==> config.mk <==
export PLATFORM = sky130hd
export DESIGN_NAME = cfg_desc_reader
export DESIGN_NICKNAME = d
export VERILOG_FILES = /design/src/rtl/cfg_desc_reader_pkg.sv /design/src/rtl/config_pkg.sv /design/src/rtl/cfg_desc_rom.sv /design/src/rtl/cfg_desc_reader.sv
export SDC_FILE = /design/constraint.sdc
export NUM_CORES = 1
export LEC_CHECK = 0
export CORE_MARGIN = 2
export CORE_UTILIZATION = 40
export CTS_CLUSTER_DIAMETER = 120
export DETAILED_ROUTE_END_ITERATION = 8
export HOLD_SLACK_MARGIN = 0.02
export PLACE_DENSITY = 0.88
export SYNTH_ARGS = -nofsm -noshare
export SYNTH_HDL_FRONTEND = slang
export SYNTH_SLANG_ARGS = --single-unit
==> constraint.sdc <==
create_clock -name clk_i -period 2.27 [get_ports clk_i]
set_input_delay 0.681 -clock clk_i [delete_from_list [all_inputs] [get_ports clk_i]]
set_output_delay 0.681 -clock clk_i [all_outputs]
set_load 0.1 [all_outputs]
==> src/rtl/cfg_desc_reader_pkg.sv <==
// Shared constants for the configuration descriptor reader: word map,
// magic value, ISA bitmap positions and the reader FSM states.
package cfg_desc_reader_pkg;

    localparam int unsigned NumDescWords = 32;

    localparam logic [63:0] DESC_MAGIC = 64'h4356_4136_4346_4701;

    localparam logic [6:0] WORD_MAGIC       = 7'd0;
    localparam logic [6:0] WORD_XLEN_VLEN   = 7'd1;
    localparam logic [6:0] WORD_ISA         = 7'd2;
    localparam logic [6:0] WORD_ICACHE      = 7'd3;
    localparam logic [6:0] WORD_DCACHE      = 7'd4;
    localparam logic [6:0] WORD_UARCH       = 7'd5;
    localparam logic [6:0] WORD_HALT_ADDR   = 7'd6;
    localparam logic [6:0] WORD_EXC_ADDR    = 7'd7;
    localparam logic [6:0] WORD_RULE_COUNTS = 7'd8;
    localparam logic [6:0] WORD_REGION_BASE = 7'd16;

    localparam int unsigned ISA_RVA         = 0;
    localparam int unsigned ISA_RVB         = 1;
    localparam int unsigned ISA_RVC         = 2;
    localparam int unsigned ISA_RVF         = 3;
    localparam int unsigned ISA_RVD         = 4;
    localparam int unsigned ISA_RVH         = 5;
    localparam int unsigned ISA_RVV         = 6;
    localparam int unsigned ISA_RVS         = 7;
    localparam int unsigned ISA_RVU         = 8;
    localparam int unsigned ISA_RVZCB       = 9;
    localparam int unsigned ISA_RVZCMP      = 10;
    localparam int unsigned ISA_RVZICOND    = 11;
    localparam int unsigned ISA_CVXIF_EN    = 12;
    localparam int unsigned ISA_MMU_PRESENT = 13;
    localparam int unsigned ISA_DEBUG_EN    = 14;

    typedef enum logic [0:0] {
        ST_IDLE = 1'b0,
        ST_RESP = 1'b1
    } desc_state_e;

endpackage

==> src/rtl/config_pkg.sv <==
// Core configuration record served by cfg_desc_reader. Only the fields the
// descriptor map exposes are carried here.
package config_pkg;

    typedef struct packed {
        logic [31:0]       XLEN;
        logic [31:0]       VLEN;
        logic              RVA;
        logic              RVB;
        logic              RVC;
        logic              RVF;
        logic              RVD;
        logic              RVH;
        logic              RVV;
        logic              RVS;
        logic              RVU;
        logic              RVZCB;
        logic              RVZCMP;
        logic              RVZiCond;
        logic              CvxifEn;
        logic              MmuPresent;
        logic              DebugEn;
        logic [31:0]       IcacheByteSize;
        logic [31:0]       IcacheSetAssoc;
        logic [31:0]       IcacheLineWidth;
        logic [31:0]       DcacheByteSize;
        logic [31:0]       DcacheSetAssoc;
        logic [31:0]       DcacheLineWidth;
        logic [31:0]       DCacheType;
        logic [31:0]       NrScoreboardEntries;
        logic [31:0]       NrCommitPorts;
        logic [31:0]       NrPMPEntries;
        logic [31:0]       AxiAddrWidth;
        logic [31:0]       AxiDataWidth;
        logic [63:0]       HaltAddress;
        logic [63:0]       ExceptionAddress;
        logic [31:0]       NrNonIdempotentRules;
        logic [31:0]       NrExecuteRegionRules;
        logic [31:0]       NrCachedRegionRules;
        logic [3:0][63:0]  CachedRegionAddrBase;
        logic [3:0][63:0]  CachedRegionLength;
        logic [3:0][63:0]  ExecuteRegionAddrBase;
        logic [3:0][63:0]  ExecuteRegionLength;
    } cva6_cfg_t;

    localparam cva6_cfg_t cva6_cfg_empty = '0;

endpackage

==> src/rtl/cfg_desc_rom.sv <==
// Combinational descriptor lookup: word index -> {data, err}.
// Optional region table (words 16-31) enabled by CFG_DESC_READER_REGIONS_EN;
// without it those words report an error and word 8 reads zero.
module cfg_desc_rom #(
    parameter config_pkg::cva6_cfg_t CVA6Cfg = config_pkg::cva6_cfg_empty
) (
    input  logic [6:0]  i_index,
    output logic [63:0] o_data,
    output logic        o_err
);
    import cfg_desc_reader_pkg::*;

    logic [63:0] w_isa;

`ifdef CFG_DESC_READER_REGIONS_EN
    logic [1:0]  w_rule_k;
    logic        w_is_exec;
    logic        w_is_len;
    logic        w_rule_hit;
    logic [63:0] w_region_word;

    assign w_rule_k  = i_index[2:1];
    assign w_is_exec = i_index[3];
    assign w_is_len  = i_index[0];

    // Pick the region field and whether its rule number is populated
    always_comb begin
        w_rule_hit    = 1'b0;
        w_region_word = 64'd0;
        if (w_is_exec) begin
            w_rule_hit    = ({30'd0, w_rule_k} < CVA6Cfg.NrExecuteRegionRules);
            w_region_word = w_is_len ? CVA6Cfg.ExecuteRegionLength[w_rule_k]
                                     : CVA6Cfg.ExecuteRegionAddrBase[w_rule_k];
        end else begin
            w_rule_hit    = ({30'd0, w_rule_k} < CVA6Cfg.NrCachedRegionRules);
            w_region_word = w_is_len ? CVA6Cfg.CachedRegionLength[w_rule_k]
                                     : CVA6Cfg.CachedRegionAddrBase[w_rule_k];
        end
    end
`endif

    // Assemble the ISA feature bitmap; unlisted bits stay zero
    always_comb begin
        w_isa                  = 64'd0;
        w_isa[ISA_RVA]         = CVA6Cfg.RVA;
        w_isa[ISA_RVB]         = CVA6Cfg.RVB;
        w_isa[ISA_RVC]         = CVA6Cfg.RVC;
        w_isa[ISA_RVF]         = CVA6Cfg.RVF;
        w_isa[ISA_RVD]         = CVA6Cfg.RVD;
        w_isa[ISA_RVH]         = CVA6Cfg.RVH;
        w_isa[ISA_RVV]         = CVA6Cfg.RVV;
        w_isa[ISA_RVS]         = CVA6Cfg.RVS;
        w_isa[ISA_RVU]         = CVA6Cfg.RVU;
        w_isa[ISA_RVZCB]       = CVA6Cfg.RVZCB;
        w_isa[ISA_RVZCMP]      = CVA6Cfg.RVZCMP;
        w_isa[ISA_RVZICOND]    = CVA6Cfg.RVZiCond;
        w_isa[ISA_CVXIF_EN]    = CVA6Cfg.CvxifEn;
        w_isa[ISA_MMU_PRESENT] = CVA6Cfg.MmuPresent;
        w_isa[ISA_DEBUG_EN]    = CVA6Cfg.DebugEn;
    end

    // Word map decode; indices past the table return zero with err set
    always_comb begin
        o_data = 64'd0;
        o_err  = 1'b0;
        if ({25'd0, i_index} >= NumDescWords) begin
            o_err = 1'b1;
        end else if (i_index >= WORD_REGION_BASE) begin
`ifdef CFG_DESC_READER_REGIONS_EN
            o_data = w_rule_hit ? w_region_word : 64'd0;
`else
            o_err  = 1'b1;
`endif
        end else begin
            case (i_index)
                WORD_MAGIC:     o_data = DESC_MAGIC;
                WORD_XLEN_VLEN: o_data = {CVA6Cfg.XLEN, CVA6Cfg.VLEN};
                WORD_ISA:       o_data = w_isa;
                WORD_ICACHE:    o_data = {CVA6Cfg.IcacheByteSize,
                                          CVA6Cfg.IcacheSetAssoc[15:0],
                                          CVA6Cfg.IcacheLineWidth[15:0]};
                WORD_DCACHE:    o_data = {CVA6Cfg.DcacheByteSize,
                                          CVA6Cfg.DcacheSetAssoc[15:0],
                                          CVA6Cfg.DcacheLineWidth[15:0]};
                WORD_UARCH:     o_data = {CVA6Cfg.DCacheType[7:0],
                                          CVA6Cfg.NrScoreboardEntries[7:0],
                                          CVA6Cfg.NrCommitPorts[7:0],
                                          CVA6Cfg.NrPMPEntries[7:0],
                                          CVA6Cfg.AxiAddrWidth[15:0],
                                          CVA6Cfg.AxiDataWidth[15:0]};
                WORD_HALT_ADDR: o_data = CVA6Cfg.HaltAddress;
                WORD_EXC_ADDR:  o_data = CVA6Cfg.ExceptionAddress;
`ifdef CFG_DESC_READER_REGIONS_EN
                WORD_RULE_COUNTS: o_data = {CVA6Cfg.NrNonIdempotentRules[15:0],
                                            CVA6Cfg.NrExecuteRegionRules[15:0],
                                            CVA6Cfg.NrCachedRegionRules[15:0],
                                            16'h0};
`endif
                default:        o_data = 64'd0;
            endcase
        end
    end

endmodule

==> src/rtl/cfg_desc_reader.sv <==
// Burst reader for the core configuration descriptor. A request names a
// first word and a beat count; beats stream out through a registered
// valid/ready response port, one per consumed beat.
// Optional feature macro: CFG_DESC_READER_REGIONS_EN (region table words).
module cfg_desc_reader #(
    parameter config_pkg::cva6_cfg_t CVA6Cfg = config_pkg::cva6_cfg_empty
) (
    input  logic        clk_i,
    input  logic        rst_i,
    input  logic        req_valid_i,
    output logic        req_ready_o,
    input  logic [5:0]  req_addr_i,
    input  logic [3:0]  req_len_i,
    output logic        rsp_valid_o,
    input  logic        rsp_ready_i,
    output logic [63:0] rsp_data_o,
    output logic        rsp_err_o,
    output logic        rsp_last_o
);
    import cfg_desc_reader_pkg::*;

    desc_state_e r_state;
    desc_state_e w_state_nxt;
    logic [6:0]  r_idx;
    logic [6:0]  w_idx_nxt;
    logic [3:0]  r_cnt;
    logic [3:0]  w_cnt_nxt;
    logic [3:0]  r_len;
    logic [3:0]  w_len_nxt;
    logic        r_req_ready;
    logic        w_req_ready_nxt;
    logic        r_rsp_valid;
    logic        w_rsp_valid_nxt;
    logic [63:0] r_rsp_data;
    logic [63:0] w_rsp_data_nxt;
    logic        r_rsp_err;
    logic        w_rsp_err_nxt;
    logic        r_rsp_last;
    logic        w_rsp_last_nxt;

    logic [6:0]  w_rom_idx;
    logic [63:0] w_rom_data;
    logic        w_rom_err;
    logic        w_accept;
    logic        w_consume;

    assign w_accept  = req_valid_i & r_req_ready;
    assign w_consume = r_rsp_valid & rsp_ready_i;

    // Look up the word for the beat about to be loaded: the request's first
    // word while idle, otherwise the word after the one currently shown
    always_comb begin
        if (r_state == ST_IDLE) begin
            w_rom_idx = {1'b0, req_addr_i};
        end else begin
            w_rom_idx = r_idx + 7'd1;
        end
    end

    cfg_desc_rom #(
        .CVA6Cfg (CVA6Cfg)
    ) u_rom (
        .i_index (w_rom_idx),
        .o_data  (w_rom_data),
        .o_err   (w_rom_err)
    );

    // Next state and next values of every registered output
    always_comb begin
        w_state_nxt     = r_state;
        w_idx_nxt       = r_idx;
        w_cnt_nxt       = r_cnt;
        w_len_nxt       = r_len;
        w_req_ready_nxt = r_req_ready;
        w_rsp_valid_nxt = r_rsp_valid;
        w_rsp_data_nxt  = r_rsp_data;
        w_rsp_err_nxt   = r_rsp_err;
        w_rsp_last_nxt  = r_rsp_last;
        case (r_state)
            ST_IDLE: begin
                w_req_ready_nxt = 1'b1;
                if (w_accept) begin
                    w_state_nxt     = ST_RESP;
                    w_idx_nxt       = {1'b0, req_addr_i};
                    w_cnt_nxt       = 4'd0;
                    w_len_nxt       = req_len_i;
                    w_req_ready_nxt = 1'b0;
                    w_rsp_valid_nxt = 1'b1;
                    w_rsp_data_nxt  = w_rom_data;
                    w_rsp_err_nxt   = w_rom_err;
                    w_rsp_last_nxt  = (req_len_i == 4'd0);
                end else begin
                    w_rsp_valid_nxt = 1'b0;
                end
            end
            ST_RESP: begin
                w_req_ready_nxt = 1'b0;
                if (w_consume) begin
                    if (r_rsp_last) begin
                        // Ready rises only after this edge, so no request
                        // can overlap the final beat
                        w_state_nxt     = ST_IDLE;
                        w_rsp_valid_nxt = 1'b0;
                        w_rsp_last_nxt  = 1'b0;
                        w_req_ready_nxt = 1'b1;
                    end else begin
                        w_idx_nxt       = r_idx + 7'd1;
                        w_cnt_nxt       = r_cnt + 4'd1;
                        w_rsp_valid_nxt = 1'b1;
                        w_rsp_data_nxt  = w_rom_data;
                        w_rsp_err_nxt   = w_rom_err;
                        w_rsp_last_nxt  = ((r_cnt + 4'd1) == r_len);
                    end
                end else begin
                    w_rsp_valid_nxt = r_rsp_valid;
                end
            end
            default: begin
                w_state_nxt     = ST_IDLE;
                w_req_ready_nxt = 1'b0;
                w_rsp_valid_nxt = 1'b0;
                w_rsp_last_nxt  = 1'b0;
            end
        endcase
    end

    // FSM state register
    always_ff @(posedge clk_i) begin
        if (rst_i) begin
            r_state <= ST_IDLE;
        end else begin
            r_state <= w_state_nxt;
        end
    end

    // Beat bookkeeping and registered response/handshake outputs
    always_ff @(posedge clk_i) begin
        if (rst_i) begin
            r_idx       <= 7'd0;
            r_cnt       <= 4'd0;
            r_len       <= 4'd0;
            r_req_ready <= 1'b0;
            r_rsp_valid <= 1'b0;
            r_rsp_data  <= 64'd0;
            r_rsp_err   <= 1'b0;
            r_rsp_last  <= 1'b0;
        end else begin
            r_idx       <= w_idx_nxt;
            r_cnt       <= w_cnt_nxt;
            r_len       <= w_len_nxt;
            r_req_ready <= w_req_ready_nxt;
            r_rsp_valid <= w_rsp_valid_nxt;
            r_rsp_data  <= w_rsp_data_nxt;
            r_rsp_err   <= w_rsp_err_nxt;
            r_rsp_last  <= w_rsp_last_nxt;
        end
    end

    assign req_ready_o = r_req_ready;
    assign rsp_valid_o = r_rsp_valid;
    assign rsp_data_o  = r_rsp_data;
    assign rsp_err_o   = r_rsp_err;
    assign rsp_last_o  = r_rsp_last;

endmodule

Word-level counts from Yosys, hierarchy flattened
Memory sizes are Yosys's and may differ from the RTL's.
Cells that the tools add are included.

word-level totals
  output and inout port bits = 68
  ROM bits = 192
  memories kept = 1
  input bits = 14
  flip-flop bits (word level) = 84

memory list
  name             words  width  rd ports  clocked after Yosys merged registers in  write ports  line                RTL
  (no name shown)  8      24     1         0                                        0            cfg_desc_rom.sv:75  case (i_index)

operators by class
  muxes and demuxes = 36
  reduce and logical (&&, ||, !) cells = 5
  bitwise operators = 3
  $lt $le $gt $ge = 2
  eq/ne operators = 4
  add/subtract/negate cells = 2

operators by type and width
  cell                                                    number
  2-to-1 mux 64 bit                                       6
  case mux 64 bit (2 select lines)                        1
  2-to-1 mux 7 bit                                        4
  2-to-1 mux 1 bit                                        15
  case mux 7 bit (2 select lines)                         1
  2-to-1 mux 4 bit                                        3
  case mux 1 bit (2 select lines)                         5
  logical NOT 4 bit                                       2
  case mux 4 bit (2 select lines)                         1
  adder 7 x 1 -> 7 bit (second input constant)            1
  >= comparator 7 x 5 -> 1 bit (second input constant)    1
  >= comparator 7 x 6 -> 1 bit (second input constant)    1
  adder 4 x 1 -> 4 bit (second input constant)            1
  equality test 4 bit                                     1
  inequality test 2 bit (second input constant)           2
  AND reduction 2 bit                                     2
  AND reduction 3 bit                                     1
  AND 1 bit                                               2
  inequality test 2 x 1 -> 1 bit (second input constant)  1
  inverter 1 bit                                          1

Longest topological paths before layout
Gate-level depths: netlist of run 1.

  depth in word-level cells = 9
  mapped depth = 7

Modules after synthesis
From an unflattened synthesis of run 1, not the netlist that was laid out.

unflattened totals
  cells, all modules = 469
  area, all modules = 3731.1 µm²

modules (own cells, without submodules)
  module           area an instance (µm²)  cells an instance  seq. area each (µm²)  times used
  cfg_desc_reader  3236.9                  402                1681.6                1
  cfg_desc_rom     494.2                   67                 0.0                   1

Worst setup path after synthesis of run 1
Ideal clock, no wire load.

  kind = register to output
  start = reg, netlist name rsp_data_o[57]
  end = out rsp_data_o[10]
  data required time = 1.589 ns
  slack = -0.180 ns
  path buffers = 1
  data arrival time = 1.769 ns
  cell stages (with the launch flop) = 2
  path through = dfxtp_1 > buf_4

RTL lines
  item           line                   RTL
  end, declared  cfg_desc_reader.sv:16  output logic [63:0] rsp_data_o,

==> impl_metrics.prom, run 1 <==
# TYPE chip_impl_metric gauge
chip_impl_metric{name="achievable-frequency",unit="MHz"} 500.0
chip_impl_metric{name="cts_setup_buffers",unit=""} 0
chip_impl_metric{name="post-synth-top-area-fraction",unit="%"} 30.07
chip_impl_metric{name="totalNegativeSetupSlack",unit="ns"} 0
chip_impl_info{name="post_synth_main_area_contributors",value="sky130_fd_sc_hd__buf_4 (30%), sky130_fd_sc_hd__dfxtp_1 (26%), sky130_fd_sc_hd__nor2_1 (4.2%)"} 1
chip_impl_metric{name="worst-r2r-setup-slack",unit="ns"} 0.41
chip_impl_info{name="hold_end",value="rsp_err_o"} 1
chip_impl_metric{name="report.final.slew_viol_count",unit=""} 0
chip_impl_metric{name="routedWlPerCell",unit="um"} 11.46
chip_impl_metric{name="num_rows",unit=""} 22
chip_impl_metric{name="max-cap-violations",unit=""} 0
chip_impl_metric{name="route.detailed.drc",unit=""} 0
chip_impl_metric{name="async_flop_share",unit="%"} 0
chip_impl_metric{name="detailedRoute.firstIterationViolations",unit=""} 36
chip_impl_metric{name="place_congestion",unit=""} 0.8814
chip_impl_metric{name="dieArea",unit="mm^2"} 0.004516
chip_impl_metric{name="layout.cells.non_filler",unit=""} 265
chip_impl_info{name="grt_setup_unrepaired",value="no"} 1
chip_impl_metric{name="cts_inserted_buffers",unit=""} 3
chip_impl_metric{name="worst_setup_hold_path_clk_slew",unit="ns"} 0.08
chip_impl_metric{name="final_layout_size_suffix_gt1_share",unit="%"} 20.74
chip_impl_metric{name="grt_start_max_net_pins",unit=""} 20
chip_impl_metric{name="design.portCount",unit=""} 82
chip_impl_metric{name="vias_per_cell",unit=""} 4.502
chip_impl_metric{name="min_period",unit="ns"} 2.000
chip_impl_metric{name="whs_path_depth",unit=""} 2
chip_impl_metric{name="vdd_ir_drop_max",unit="mV"} 0.5531
chip_impl_info{name="outcome",value="complete, no violations"} 1
chip_impl_metric{name="critical_path_arrival",unit="ns"} 1.32
chip_impl_metric{name="clkLatencyLatePin",unit="ns"} 0.26
chip_impl_metric{name="synth_edf_count",unit=""} 0
chip_impl_metric{name="die_y",unit="um"} 67.20
chip_impl_metric{name="post_place_cell_area",unit="mm^2"} 0.001996
chip_impl_metric{name="syn-cell-area",unit="mm^2"} 0.001598
chip_impl_metric{name="route.antenna.remaining_nets",unit=""} 0
chip_impl_info{name="worst_r2r_startpoint",value="r_idx[0]"} 1
chip_impl_metric{name="worst_setup_slack_post_dpl",unit="ns"} 0.1405
chip_impl_metric{name="grt_first_pass_wirelength",unit="mm"} 4.726
chip_impl_metric{name="cts_max_level",unit=""} 1
chip_impl_metric{name="worst_ep_required_time",unit="ns"} 1.59
chip_impl_info{name="tritoncts",value="built"} 1
chip_impl_metric{name="synth.ff_latch_count",unit=""} 21
chip_impl_info{name="most_common_flop_cell_mapped_by_yosys",value="sky130_fd_sc_hd__dfxtp_1"} 1
chip_impl_metric{name="core_region_area",unit="mm^2"} 0.003744
chip_impl_metric{name="hold_violations",unit=""} 0
chip_impl_metric{name="routed_wirelength",unit="mm"} 3.036
chip_impl_info{name="synth.cells.most_frequent",value="sky130_fd_sc_hd__buf_4 (64), sky130_fd_sc_hd__dfxtp_1 (21), sky130_fd_sc_hd__nor2_1 (18), sky130_fd_sc_hd__nand2_1 (15), sky130_fd_sc_hd__a21oi_1 (12)"} 1
chip_impl_metric{name="synth.distinct_cells",unit=""} 41
chip_impl_metric{name="n_fill_cell",unit=""} 348
chip_impl_metric{name="timing.reg2reg.worst_path_depth",unit=""} 6
chip_impl_metric{name="final_design_area_no_fill",unit="mm^2"} 0.002042
chip_impl_metric{name="total_power",unit="mW"} 1.138
chip_impl_info{name="sort_of_element_at_the_start_of_the_critical_path",value="register"} 1
chip_impl_info{name="min_path_type",value="reg -> reg"} 1
chip_impl_info{name="criticalPathCategory",value="reg -> out"} 1
chip_impl_metric{name="syn_area_per_cell",unit="um^2"} 8.070
chip_impl_metric{name="dp.cells",unit=""} 261
chip_impl_metric{name="buffer_ports.inserted",unit=""} 41
chip_impl_metric{name="antenna_cells",unit=""} 0
chip_impl_metric{name="clock-sinks",unit=""} 21
chip_impl_metric{name="synth.yosys.seq_area_share",unit="%"} 26.31
chip_impl_metric{name="hpwl_after_detailed_placement",unit="mm"} 2.444
chip_impl_metric{name="first_pass_iteration_count_of_the_detailed_router",unit=""} 4
chip_impl_metric{name="groute.usage.overall",unit="%"} 13.68
chip_impl_metric{name="detailroute.via_count",unit=""} 1193
chip_impl_metric{name="setup_viol",unit=""} 0
chip_impl_metric{name="grt_antenna_before_repair",unit=""} 0
chip_impl_info{name="worst_hold_startpoint",value="rsp_err_o"} 1
chip_impl_info{name="library_cell_occupying_the_most_area_in_the_post_synthesis_netlist",value="sky130_fd_sc_hd__buf_4"} 1
chip_impl_info{name="rr_endpoint",value="rsp_data_o[57]"} 1
chip_impl_metric{name="grt-ovfl-total",unit=""} 0
chip_impl_metric{name="path_max_fanout",unit=""} 19
chip_impl_metric{name="fin_ws",unit="ns"} 0.2700
chip_impl_metric{name="resized_gates_after_cts",unit=""} 0
chip_impl_info{name="clock_root_buffer",value="sky130_fd_sc_hd__clkbuf_8"} 1
chip_impl_metric{name="seq_area",unit="um^2"} 421.7
chip_impl_metric{name="postSynthCellCount",unit=""} 198
chip_impl_metric{name="cts-hold-fix-buffers",unit=""} 0
chip_impl_metric{name="post-route-period-util",unit="%"} 88.10
chip_impl_metric{name="yosys_warnings",unit=""} 0
chip_impl_metric{name="synthToLayoutAreaGrowth",unit="%"} 27.80
chip_impl_info{name="crit_path_end_kind",value="primary output"} 1
chip_impl_metric{name="dieWidth",unit="um"} 67.20
chip_impl_metric{name="power.density",unit="mW/mm^2"} 557.4
chip_impl_metric{name="multi_input_comb_area",unit="um^2"} 799.5
chip_impl_metric{name="cts_max_path_buffers",unit=""} 2
chip_impl_metric{name="start_util",unit="%"} 42.68
chip_impl_metric{name="vias_in_the_first_global_route",unit=""} 1021
chip_impl_metric{name="timing.clock.skew",unit="ns"} 0.002054
chip_impl_metric{name="p_leak",unit="nW"} 0.8919
chip_impl_metric{name="nNetsFinal",unit=""} 234
chip_impl_info{name="yosysMostFrequentCell",value="sky130_fd_sc_hd__buf_4"} 1
[critical path, cell delays in order (launching register included)]
cell and delay [ns]:
sky130_fd_sc_hd__dfxtp_2 0.54, sky130_fd_sc_hd__buf_12 0.29, sky130_fd_sc_hd__buf_12 0.21
[cell usage in the layout (no fill, tap or decap), types with 2 or more instances in the layout]
cell type                         instances
sky130_fd_sc_hd__conb_1                  40
sky130_fd_sc_hd__buf_12                  26
sky130_fd_sc_hd__dfxtp_1                 20
sky130_fd_sc_hd__nor2_1                  18
sky130_fd_sc_hd__nand2_1                 15
sky130_fd_sc_hd__clkdlybuf4s50_1         13
sky130_fd_sc_hd__a21oi_1                 12
sky130_fd_sc_hd__buf_4                    7
sky130_fd_sc_hd__xor2_1                   6
sky130_fd_sc_hd__o21ai_0                  5
sky130_fd_sc_hd__mux2i_1                  5
sky130_fd_sc_hd__nor3_1                   4
sky130_fd_sc_hd__nand3_1                  4
sky130_fd_sc_hd__nand3b_1                 3
sky130_fd_sc_hd__inv_1                    3
sky130_fd_sc_hd__xnor2_1                  3
sky130_fd_sc_hd__clkbuf_8                 3
sky130_fd_sc_hd__nand3_2                  2
sky130_fd_sc_hd__a211oi_1                 2
sky130_fd_sc_hd__a31oi_1                  2
sky130_fd_sc_hd__ha_1                     2
[flip-flops by register name, summed over array words and instances, names as in the netlist]
signal / flops
r_len: 4
rsp_err_o: 1
rsp_valid_o: 1
rsp_data_o: 1
r_state: 1
rsp_last_o: 1
req_ready_o: 1
r_cnt: 4
r_idx: 7
[stage by stage]
stage / hold WS (ns) / util (%)
after floorplan: 0.4647 / -
after global placement: 0.4508 / 53.31
after detailed placement: 0.4806 / 53.31
after CTS: 0.4918 / 54.55
after global routing: 0.5091 / 54.55
final: 0.4914 / 54.55
[power breakdown]
part,switching [mW],internal [mW],leakage [nW]
logic,0.402,0.0760,0.695
clock network,0.128,0.123,0.0255
registers,0.0234,0.386,0.171
[how the worst max path moves through the flow]
stage                        start             end  slack, ns
floorplan              rsp_valid_o        r_idx[6]       0.07
global placement       rsp_ready_i        r_idx[6]       0.17
detailed placement     rsp_ready_i        r_cnt[2]       0.14
CTS                 rsp_data_o[57]  rsp_data_o[24]       0.24
global route        rsp_data_o[57]  rsp_data_o[22]       0.21
finish              rsp_data_o[57]  rsp_data_o[24]       0.27
[per-layer routing]
layer | vias to the layer above | GRT usage (%) | wire (um)
met3 | 4 | 5.000 | 338
li1 | 600 | - | -
met2 | 61 | 21.91 | 1383
met5 | - | 0 | 0
met1 | 528 | 16.34 | 1273
met4 | 0 | 6.122 | 41
[cells by family after synthesis]
logic type / count (synthesis) / share of synthesized area, %
adders and majority gates: 2 / 1.566
and+or+nand+nor: 56 / 18.01
muxes: 6 / 3.837
buffers and inverters: 73 / 32.81
AOI/OAI and AO/OA: 29 / 11.28
xor gates and xnor gates: 10 / 5.952
DFF: 21 / 26.31
other: 1 / 0.2347
[layout make-up]
cell class | count | share of cell area (%)
Clock buffer | 3 | 2.022
Timing Repair Buffer | 46 | 34.44
Inverter | 3 | 0.5515
Sequential cell | 21 | 20.65
Tap cell | 48 | 2.941
Clock inverter | 1 | 0.2451
Multi-Input combinational cell | 143 | 39.15
Power figures use the tool's default switching activity.
==> inputs of run 2 (changes only) <==
--- a/config.mk
+++ b/config.mk
@@ -6,11 +6,12 @@
 export NUM_CORES = 1
 export LEC_CHECK = 0
 export CORE_MARGIN = 2
-export CORE_UTILIZATION = 40
+export CORE_UTILIZATION = 45
 export CTS_CLUSTER_DIAMETER = 120
 export DETAILED_ROUTE_END_ITERATION = 8
+export DONT_BUFFER_PORTS = 1
 export HOLD_SLACK_MARGIN = 0.02
-export PLACE_DENSITY = 0.88
+export PLACE_DENSITY = 0.67
 export SYNTH_ARGS = -nofsm -noshare
 export SYNTH_HDL_FRONTEND = slang
 export SYNTH_SLANG_ARGS = --single-unit
==> impl_metrics.prom, run 2 (same netlist as run 1, synthesis figures left out) <==
# TYPE chip_impl_metric gauge
chip_impl_info{name="min_path_type",value="in -> reg"} 1
chip_impl_metric{name="route.detailed.drc",unit=""} 0
chip_impl_metric{name="setup_viol",unit=""} 0
chip_impl_metric{name="place_congestion",unit=""} 0.8229
chip_impl_metric{name="min_period",unit="ns"} 2.142
chip_impl_metric{name="largest_register_ffs",unit=""} 7
chip_impl_metric{name="worst_setup_hold_path_clk_slew",unit="ns"} 0.12
chip_impl_info{name="cp_slowest_cell",value="sky130_fd_sc_hd__buf_12"} 1
chip_impl_metric{name="final_design_area_no_fill",unit="mm^2"} 0.001504
chip_impl_info{name="outcome",value="complete, no violations"} 1
chip_impl_metric{name="cts_setup_buffers",unit=""} 0
chip_impl_metric{name="design.portCount",unit=""} 82
chip_impl_metric{name="timing.clock.skew",unit="ns"} 0.008559
chip_impl_metric{name="intPower",unit="uW"} 502.0
chip_impl_metric{name="p_sw_share",unit="%"} 51.11
chip_impl_metric{name="detailedRoute.firstIterationViolations",unit=""} 25
chip_impl_metric{name="clkLatencyLatePin",unit="ns"} 0.31
chip_impl_metric{name="vias_per_cell",unit=""} 4.526
chip_impl_info{name="largest_registers",value="r_idx: 7 flops, r_cnt: 4 flops, r_len: 4 flops"} 1
chip_impl_metric{name="die_y",unit="um"} 63.59
chip_impl_info{name="criticalPathCategory",value="reg -> out"} 1
chip_impl_info{name="tritoncts",value="built"} 1
chip_impl_metric{name="report.final.slew_viol_count",unit=""} 0
chip_impl_metric{name="vdd_ir_drop_max",unit="mV"} 0.3198
chip_impl_metric{name="cts-hold-fix-buffers",unit=""} 0
chip_impl_metric{name="power.switching",unit="uW"} 524.7
chip_impl_metric{name="totalNegativeSetupSlack",unit="ns"} 0
chip_impl_metric{name="groute.usage.overall",unit="%"} 12.03
chip_impl_metric{name="grt_start_max_net_pins",unit=""} 23
chip_impl_metric{name="cts_max_level",unit=""} 1
chip_impl_metric{name="grt_antenna_before_repair",unit=""} 0
chip_impl_metric{name="nNetsFinal",unit=""} 205
chip_impl_metric{name="grt-ovfl-total",unit=""} 0
chip_impl_metric{name="route.antenna.remaining_nets",unit=""} 0
chip_impl_metric{name="seq_area",unit="um^2"} 424.2
chip_impl_metric{name="power_frac_clock",unit="%"} 17.9
chip_impl_metric{name="core_region_area",unit="mm^2"} 0.003363
chip_impl_metric{name="power.density",unit="mW/mm^2"} 682.6
chip_impl_metric{name="n_fill_cell",unit=""} 365
chip_impl_info{name="cp_top_family",value="buffers and inverters"} 1
chip_impl_metric{name="num_rows",unit=""} 21
chip_impl_metric{name="fin_ws",unit="ns"} 0.1279
chip_impl_metric{name="achievable-frequency",unit="MHz"} 466.8
chip_impl_metric{name="vias_in_the_first_global_route",unit=""} 884
chip_impl_metric{name="grt_first_pass_wirelength",unit="mm"} 3.870
chip_impl_metric{name="final_layout_size_suffix_gt1_share",unit="%"} 14.89
chip_impl_metric{name="synthToLayoutAreaGrowth",unit="%"} -5.873
chip_impl_info{name="crit_path_end_kind",value="primary output"} 1
chip_impl_info{name="sort_of_element_at_the_start_of_the_critical_path",value="register"} 1
chip_impl_info{name="grt_setup_unrepaired",value="no"} 1
chip_impl_info{name="clock_root_buffer",value="sky130_fd_sc_hd__clkbuf_4"} 1
chip_impl_metric{name="buffer_ports.inserted",unit=""} 0
chip_impl_metric{name="resized_gates_after_cts",unit=""} 0
chip_impl_metric{name="hpwl_after_detailed_placement",unit="mm"} 1.918
chip_impl_metric{name="worst_setup_slack_post_dpl",unit="ns"} 0.4751
chip_impl_metric{name="critical_path_arrival",unit="ns"} 1.46
chip_impl_metric{name="path_max_fanout",unit=""} 11
chip_impl_info{name="layout.cells.most_common_list",value="sky130_fd_sc_hd__conb_1 (40), sky130_fd_sc_hd__dfxtp_1 (20), sky130_fd_sc_hd__nor2_1 (18), sky130_fd_sc_hd__nand2_1 (15), sky130_fd_sc_hd__buf_4 (13)"} 1
chip_impl_info{name="largest-register",value="r_idx"} 1
chip_impl_metric{name="dieWidth",unit="um"} 63.59
chip_impl_metric{name="hold_violations",unit=""} 0
chip_impl_metric{name="max_stage_delay_on_crit_path",unit="ns"} 0.65
chip_impl_info{name="crit_chain",value="buf_12"} 1
chip_impl_metric{name="cts_inserted_buffers",unit=""} 3
chip_impl_metric{name="max-cap-violations",unit=""} 0
chip_impl_metric{name="antenna_cells",unit=""} 0
chip_impl_metric{name="detailroute.via_count",unit=""} 1059
chip_impl_metric{name="routedWlPerCell",unit="um"} 10.68
chip_impl_metric{name="first_pass_iteration_count_of_the_detailed_router",unit=""} 4
chip_impl_metric{name="clock-sinks",unit=""} 21
chip_impl_metric{name="routed_wirelength",unit="mm"} 2.498
chip_impl_metric{name="multi_input_comb_area",unit="um^2"} 799.5
chip_impl_metric{name="post_place_cell_area",unit="mm^2"} 0.001478
chip_impl_info{name="layout_commonest_cell",value="sky130_fd_sc_hd__conb_1"} 1
chip_impl_metric{name="crit_buf_inv",unit=""} 1
chip_impl_metric{name="dieArea",unit="mm^2"} 0.004043
chip_impl_metric{name="start_util",unit="%"} 47.51
chip_impl_metric{name="p_leak",unit="nW"} 0.6882
chip_impl_metric{name="post-route-period-util",unit="%"} 94.36
chip_impl_metric{name="combinational_power_share",unit="%"} 42.6
chip_impl_metric{name="seq_power_share",unit="%"} 39.5
chip_impl_metric{name="cts_max_path_buffers",unit=""} 2
chip_impl_metric{name="worst_ep_required_time",unit="ns"} 1.59
==> run 2: cell count changes in the layout (fill, tap and decap cells not counted), sizes merged <==
cell	change
buf	-16
clkdlybuf4s50	-13
clkbuf	+1
clkinv	-1
==> run 2: layer usage <==
metal | global-route usage [%] | share of wire, % | routed length (um)
met3 | 4.643 | 7.8 | 194
met4 | 4.620 | 1.8 | 44
met2 | 19.87 | 48 | 1206
met1 | 13.97 | 42 | 1052
met5 | 0 | 0 | 0
==> run 2: through the flow <==
step / std cells / hold WS [ns] / utilization (%) / power, mW
after global routing: 234 / 0.3938 / 44.72 / 1.069
after CTS: 234 / 0.4165 / 44.72 / 1.034
after floorplan: 237 / 0.4647 / - / 0.8882
final: 234 / 0.4229 / 44.72 / 1.027
after detailed placement: 230 / 0.4488 / 43.94 / 0.8517
after global placement: 230 / 0.4355 / 43.94 / 0.8495
==> run 2: worst paths after layout <==
path,slack (ns),cells after the start,startpoint,end
max,0.13,1,rsp_data_o[57],rsp_data_o[52]
min,0.42,1,rst_i,r_idx[4]
max reg2reg,0.46,6,r_idx[0],rsp_data_o[57]
min reg2reg,0.46,2,rsp_err_o,rsp_err_o
==> run 2: layout make-up <==
| cell class | instances | area share (%) |
|---|---|---|
| Clock buffer | 4 | 1.747 |
| Sequential cell | 21 | 28.20 |
| Multi-Input combinational cell | 143 | 53.16 |
| Timing Repair Buffer | 17 | 12.31 |
| Inverter | 3 | 0.7488 |
| Tap cell | 46 | 3.827 |
==> run 2: power groups by stage <==
stage / Clock, mW / Sequential, mW / Combinational, mW
global route: 0.207 / 0.409 / 0.453
detailed placement: 0 / 0.414 / 0.437
floorplan: 0 / 0.451 / 0.437
finish: 0.183 / 0.405 / 0.438
CTS: 0.190 / 0.406 / 0.438
global placement: 0 / 0.413 / 0.436
==> inputs of run 3 (changes only) <==
--- a/config.mk
+++ b/config.mk
@@ -5,6 +5,7 @@
 export SDC_FILE = /design/constraint.sdc
 export NUM_CORES = 1
 export LEC_CHECK = 0
+export CORE_ASPECT_RATIO = 0.6
 export CORE_MARGIN = 2
 export CORE_UTILIZATION = 45
 export CTS_CLUSTER_DIAMETER = 120
@@ -15,3 +16,4 @@
 export SYNTH_ARGS = -nofsm -noshare
 export SYNTH_HDL_FRONTEND = slang
 export SYNTH_SLANG_ARGS = --single-unit
+export TNS_END_PERCENT = 1
==> impl_metrics.prom, run 3 (same netlist as run 1, synthesis figures left out) <==
# TYPE chip_impl_metric gauge
chip_impl_metric{name="clkLatencyLatePin",unit="ns"} 0.26
chip_impl_metric{name="place_congestion",unit=""} 0.7182
chip_impl_metric{name="vias_per_cell",unit=""} 4.648
chip_impl_metric{name="route.antenna.remaining_nets",unit=""} 0
chip_impl_info{name="largest-register",value="r_idx"} 1
chip_impl_metric{name="worst_ep_required_time",unit="ns"} 1.59
chip_impl_metric{name="cts_max_path_buffers",unit=""} 2
chip_impl_metric{name="post-route-period-util",unit="%"} 95.46
chip_impl_metric{name="route.detailed.drc",unit=""} 0
chip_impl_metric{name="routed_wirelength",unit="mm"} 2.683
chip_impl_info{name="cp_slowest_cell",value="sky130_fd_sc_hd__buf_16"} 1
chip_impl_info{name="layout_commonest_cell",value="sky130_fd_sc_hd__conb_1"} 1
chip_impl_metric{name="worst-r2r-setup-slack",unit="ns"} 0.40
chip_impl_info{name="layout.cells.most_common_list",value="sky130_fd_sc_hd__conb_1 (40), sky130_fd_sc_hd__dfxtp_1 (20), sky130_fd_sc_hd__nor2_1 (18), sky130_fd_sc_hd__nand2_1 (15), sky130_fd_sc_hd__a21oi_1 (12)"} 1
chip_impl_metric{name="num_rows",unit=""} 16
chip_impl_info{name="tritoncts",value="built"} 1
chip_impl_metric{name="grt_start_max_net_pins",unit=""} 23
chip_impl_metric{name="grt-ovfl-total",unit=""} 0
chip_impl_info{name="cp_top_family",value="buffers and inverters"} 1
chip_impl_metric{name="detailedRoute.firstIterationViolations",unit=""} 83
chip_impl_metric{name="groute.usage.overall",unit="%"} 13.34
chip_impl_metric{name="max_stage_delay_on_crit_path",unit="ns"} 0.72
chip_impl_info{name="grt_setup_unrepaired",value="no"} 1
chip_impl_metric{name="design.portCount",unit=""} 82
chip_impl_metric{name="max-cap-violations",unit=""} 0
chip_impl_info{name="source_of_the_critical_timing_path",value="rsp_data_o[57]"} 1
chip_impl_info{name="crit_path_end_kind",value="primary output"} 1
chip_impl_metric{name="power.density",unit="mW/mm^2"} 727.6
chip_impl_metric{name="largest_register_ffs",unit=""} 7
chip_impl_info{name="criticalPathCategory",value="reg -> out"} 1
chip_impl_info{name="worst_r2r_startpoint",value="r_idx[0]"} 1
chip_impl_metric{name="cts_inserted_buffers",unit=""} 3
chip_impl_metric{name="vias_in_the_first_global_route",unit=""} 829
chip_impl_metric{name="synthToLayoutAreaGrowth",unit="%"} -5.795
chip_impl_metric{name="path_max_fanout",unit=""} 9
chip_impl_metric{name="clock-sinks",unit=""} 21
chip_impl_metric{name="cts_setup_buffers",unit=""} 0
chip_impl_metric{name="cts-hold-fix-buffers",unit=""} 0
chip_impl_info{name="crit_end",value="rsp_data_o[50]"} 1
chip_impl_metric{name="min_period",unit="ns"} 2.167
chip_impl_metric{name="p_leak",unit="nW"} 0.6765
chip_impl_metric{name="worstSetupPathDepth",unit=""} 1
chip_impl_metric{name="detailroute.via_count",unit=""} 1055
chip_impl_metric{name="timing.clock.skew",unit="ns"} 0.003542
chip_impl_metric{name="n_fill_cell",unit=""} 345
chip_impl_metric{name="worst_setup_hold_path_clk_slew",unit="ns"} 0.08
chip_impl_metric{name="final_layout_size_suffix_gt1_share",unit="%"} 12.64
chip_impl_info{name="outcome",value="complete, no violations"} 1
chip_impl_metric{name="achievable-frequency",unit="MHz"} 461.5
chip_impl_metric{name="grt_antenna_before_repair",unit=""} 0
chip_impl_metric{name="resized_gates_after_cts",unit=""} 0
chip_impl_metric{name="crit_buf_inv",unit=""} 1
chip_impl_metric{name="dieWidth",unit="um"} 80.93
chip_impl_metric{name="critical_path_arrival",unit="ns"} 1.49
chip_impl_metric{name="setup_viol",unit=""} 0
chip_impl_info{name="sort_of_element_at_the_start_of_the_critical_path",value="register"} 1
chip_impl_metric{name="report.final.slew_viol_count",unit=""} 0
chip_impl_metric{name="dieArea",unit="mm^2"} 0.004059
chip_impl_metric{name="worst_hold_slack",unit="ns"} 0.4500
chip_impl_metric{name="buffer_ports.inserted",unit=""} 0
chip_impl_metric{name="routedWlPerCell",unit="um"} 11.82
chip_impl_metric{name="hpwl_after_detailed_placement",unit="mm"} 2.039
chip_impl_metric{name="totalNegativeSetupSlack",unit="ns"} 0
chip_impl_metric{name="cts_max_level",unit=""} 1
chip_impl_info{name="clock_root_buffer",value="sky130_fd_sc_hd__clkbuf_8"} 1
chip_impl_metric{name="grt_first_pass_wirelength",unit="mm"} 4.140
chip_impl_info{name="rr_endpoint",value="rsp_data_o[57]"} 1
chip_impl_metric{name="antenna_cells",unit=""} 0
chip_impl_metric{name="first_pass_iteration_count_of_the_detailed_router",unit=""} 4
chip_impl_metric{name="die_y",unit="um"} 50.16
chip_impl_metric{name="hold_violations",unit=""} 0
chip_impl_info{name="min_path_type",value="reg -> reg"} 1
chip_impl_metric{name="nNetsFinal",unit=""} 199
chip_impl_info{name="largest_registers",value="r_idx: 7 flops, r_cnt: 4 flops, r_len: 4 flops"} 1
chip_impl_info{name="crit_chain",value="buf_16"} 1
chip_impl_metric{name="vdd_ir_drop_max",unit="mV"} 0.3018
chip_impl_metric{name="start_util",unit="%"} 48.08
chip_impl_metric{name="fin_util",unit="%"} 45.29
chip_impl_metric{name="core_region_area",unit="mm^2"} 0.003323
chip_impl_metric{name="timing.reg2reg.worst_path_depth",unit=""} 6
[run 3: changes by cell type in the layout (fill, tap and decap cells not counted), moves of 2 or more]
cell	before	now
sky130_fd_sc_hd__clkbuf_8	0	3
sky130_fd_sc_hd__buf_4	13	6
sky130_fd_sc_hd__buf_16	1	3
sky130_fd_sc_hd__clkbuf_4	3	0
[run 3: stage by stage]
stage | instance area, um^2 | setup slack, ns | std cells | power (mW)
2_1_floorplan | 1745 | 0.06853 | 237 | 0.8882
3_3_place_gp | 1451 | 0.3363 | 223 | 0.8500
3_5_place_dp | 1451 | 0.3337 | 223 | 0.8521
4_1_cts | 1498 | 0.03335 | 227 | 1.103
5_1_grt | 1505 | 0.05589 | 227 | 1.146
6_report | 1505 | 0.1030 | 227 | 1.095
[run 3: area by class of cell]
cell class | instances | area, um^2 | area share, %
sequential | 21 | 424.2 | 28.18
clock inverter | 1 | 5.005 | 0.3325
clock buffer | 3 | 41.29 | 2.743
multi-input combinational | 143 | 799.5 | 53.12
tap | 45 | 56.30 | 3.741
inverter | 3 | 11.26 | 0.7481
timing repair buffer | 11 | 167.7 | 11.14
[run 3: layer usage]
metal  track usage, %  routed length, um  vias to the layer above
li1                 -                  -                      527
met1            18.96               1315                      484
met2            17.49               1124                       42
met3            6.835                235                        2
met4            3.390                  8                        0
met5                0                  0                        -
[run 3: worst min-delay path by stage]
stage / start / end / slack, ns / depth (start not counted)
3_5_place_dp: rsp_err_o / rsp_err_o / 0.44 / 2
4_1_cts: rsp_err_o / rsp_err_o / 0.45 / 2
2_1_floorplan: r_cnt[1] / r_cnt[1] / 0.46 / 2
3_3_place_gp: rsp_err_o / rsp_err_o / 0.44 / 2
5_1_grt: rst_i / r_idx[3] / 0.45 / 1
6_report: rsp_err_o / rsp_err_o / 0.45 / 2
[run 3: worst min-delay path, stage by stage (launching register included)]
cell                      delay, ns
sky130_fd_sc_hd__dfxtp_1       0.31
sky130_fd_sc_hd__nand2_1       0.05
sky130_fd_sc_hd__a21oi_1       0.05
[run 3: power breakdown]
part           internal [mW]  switching (mW)  total [mW]
sequential             0.385          0.0161       0.401
combinational         0.0480           0.397       0.445
clock                  0.122           0.127       0.249
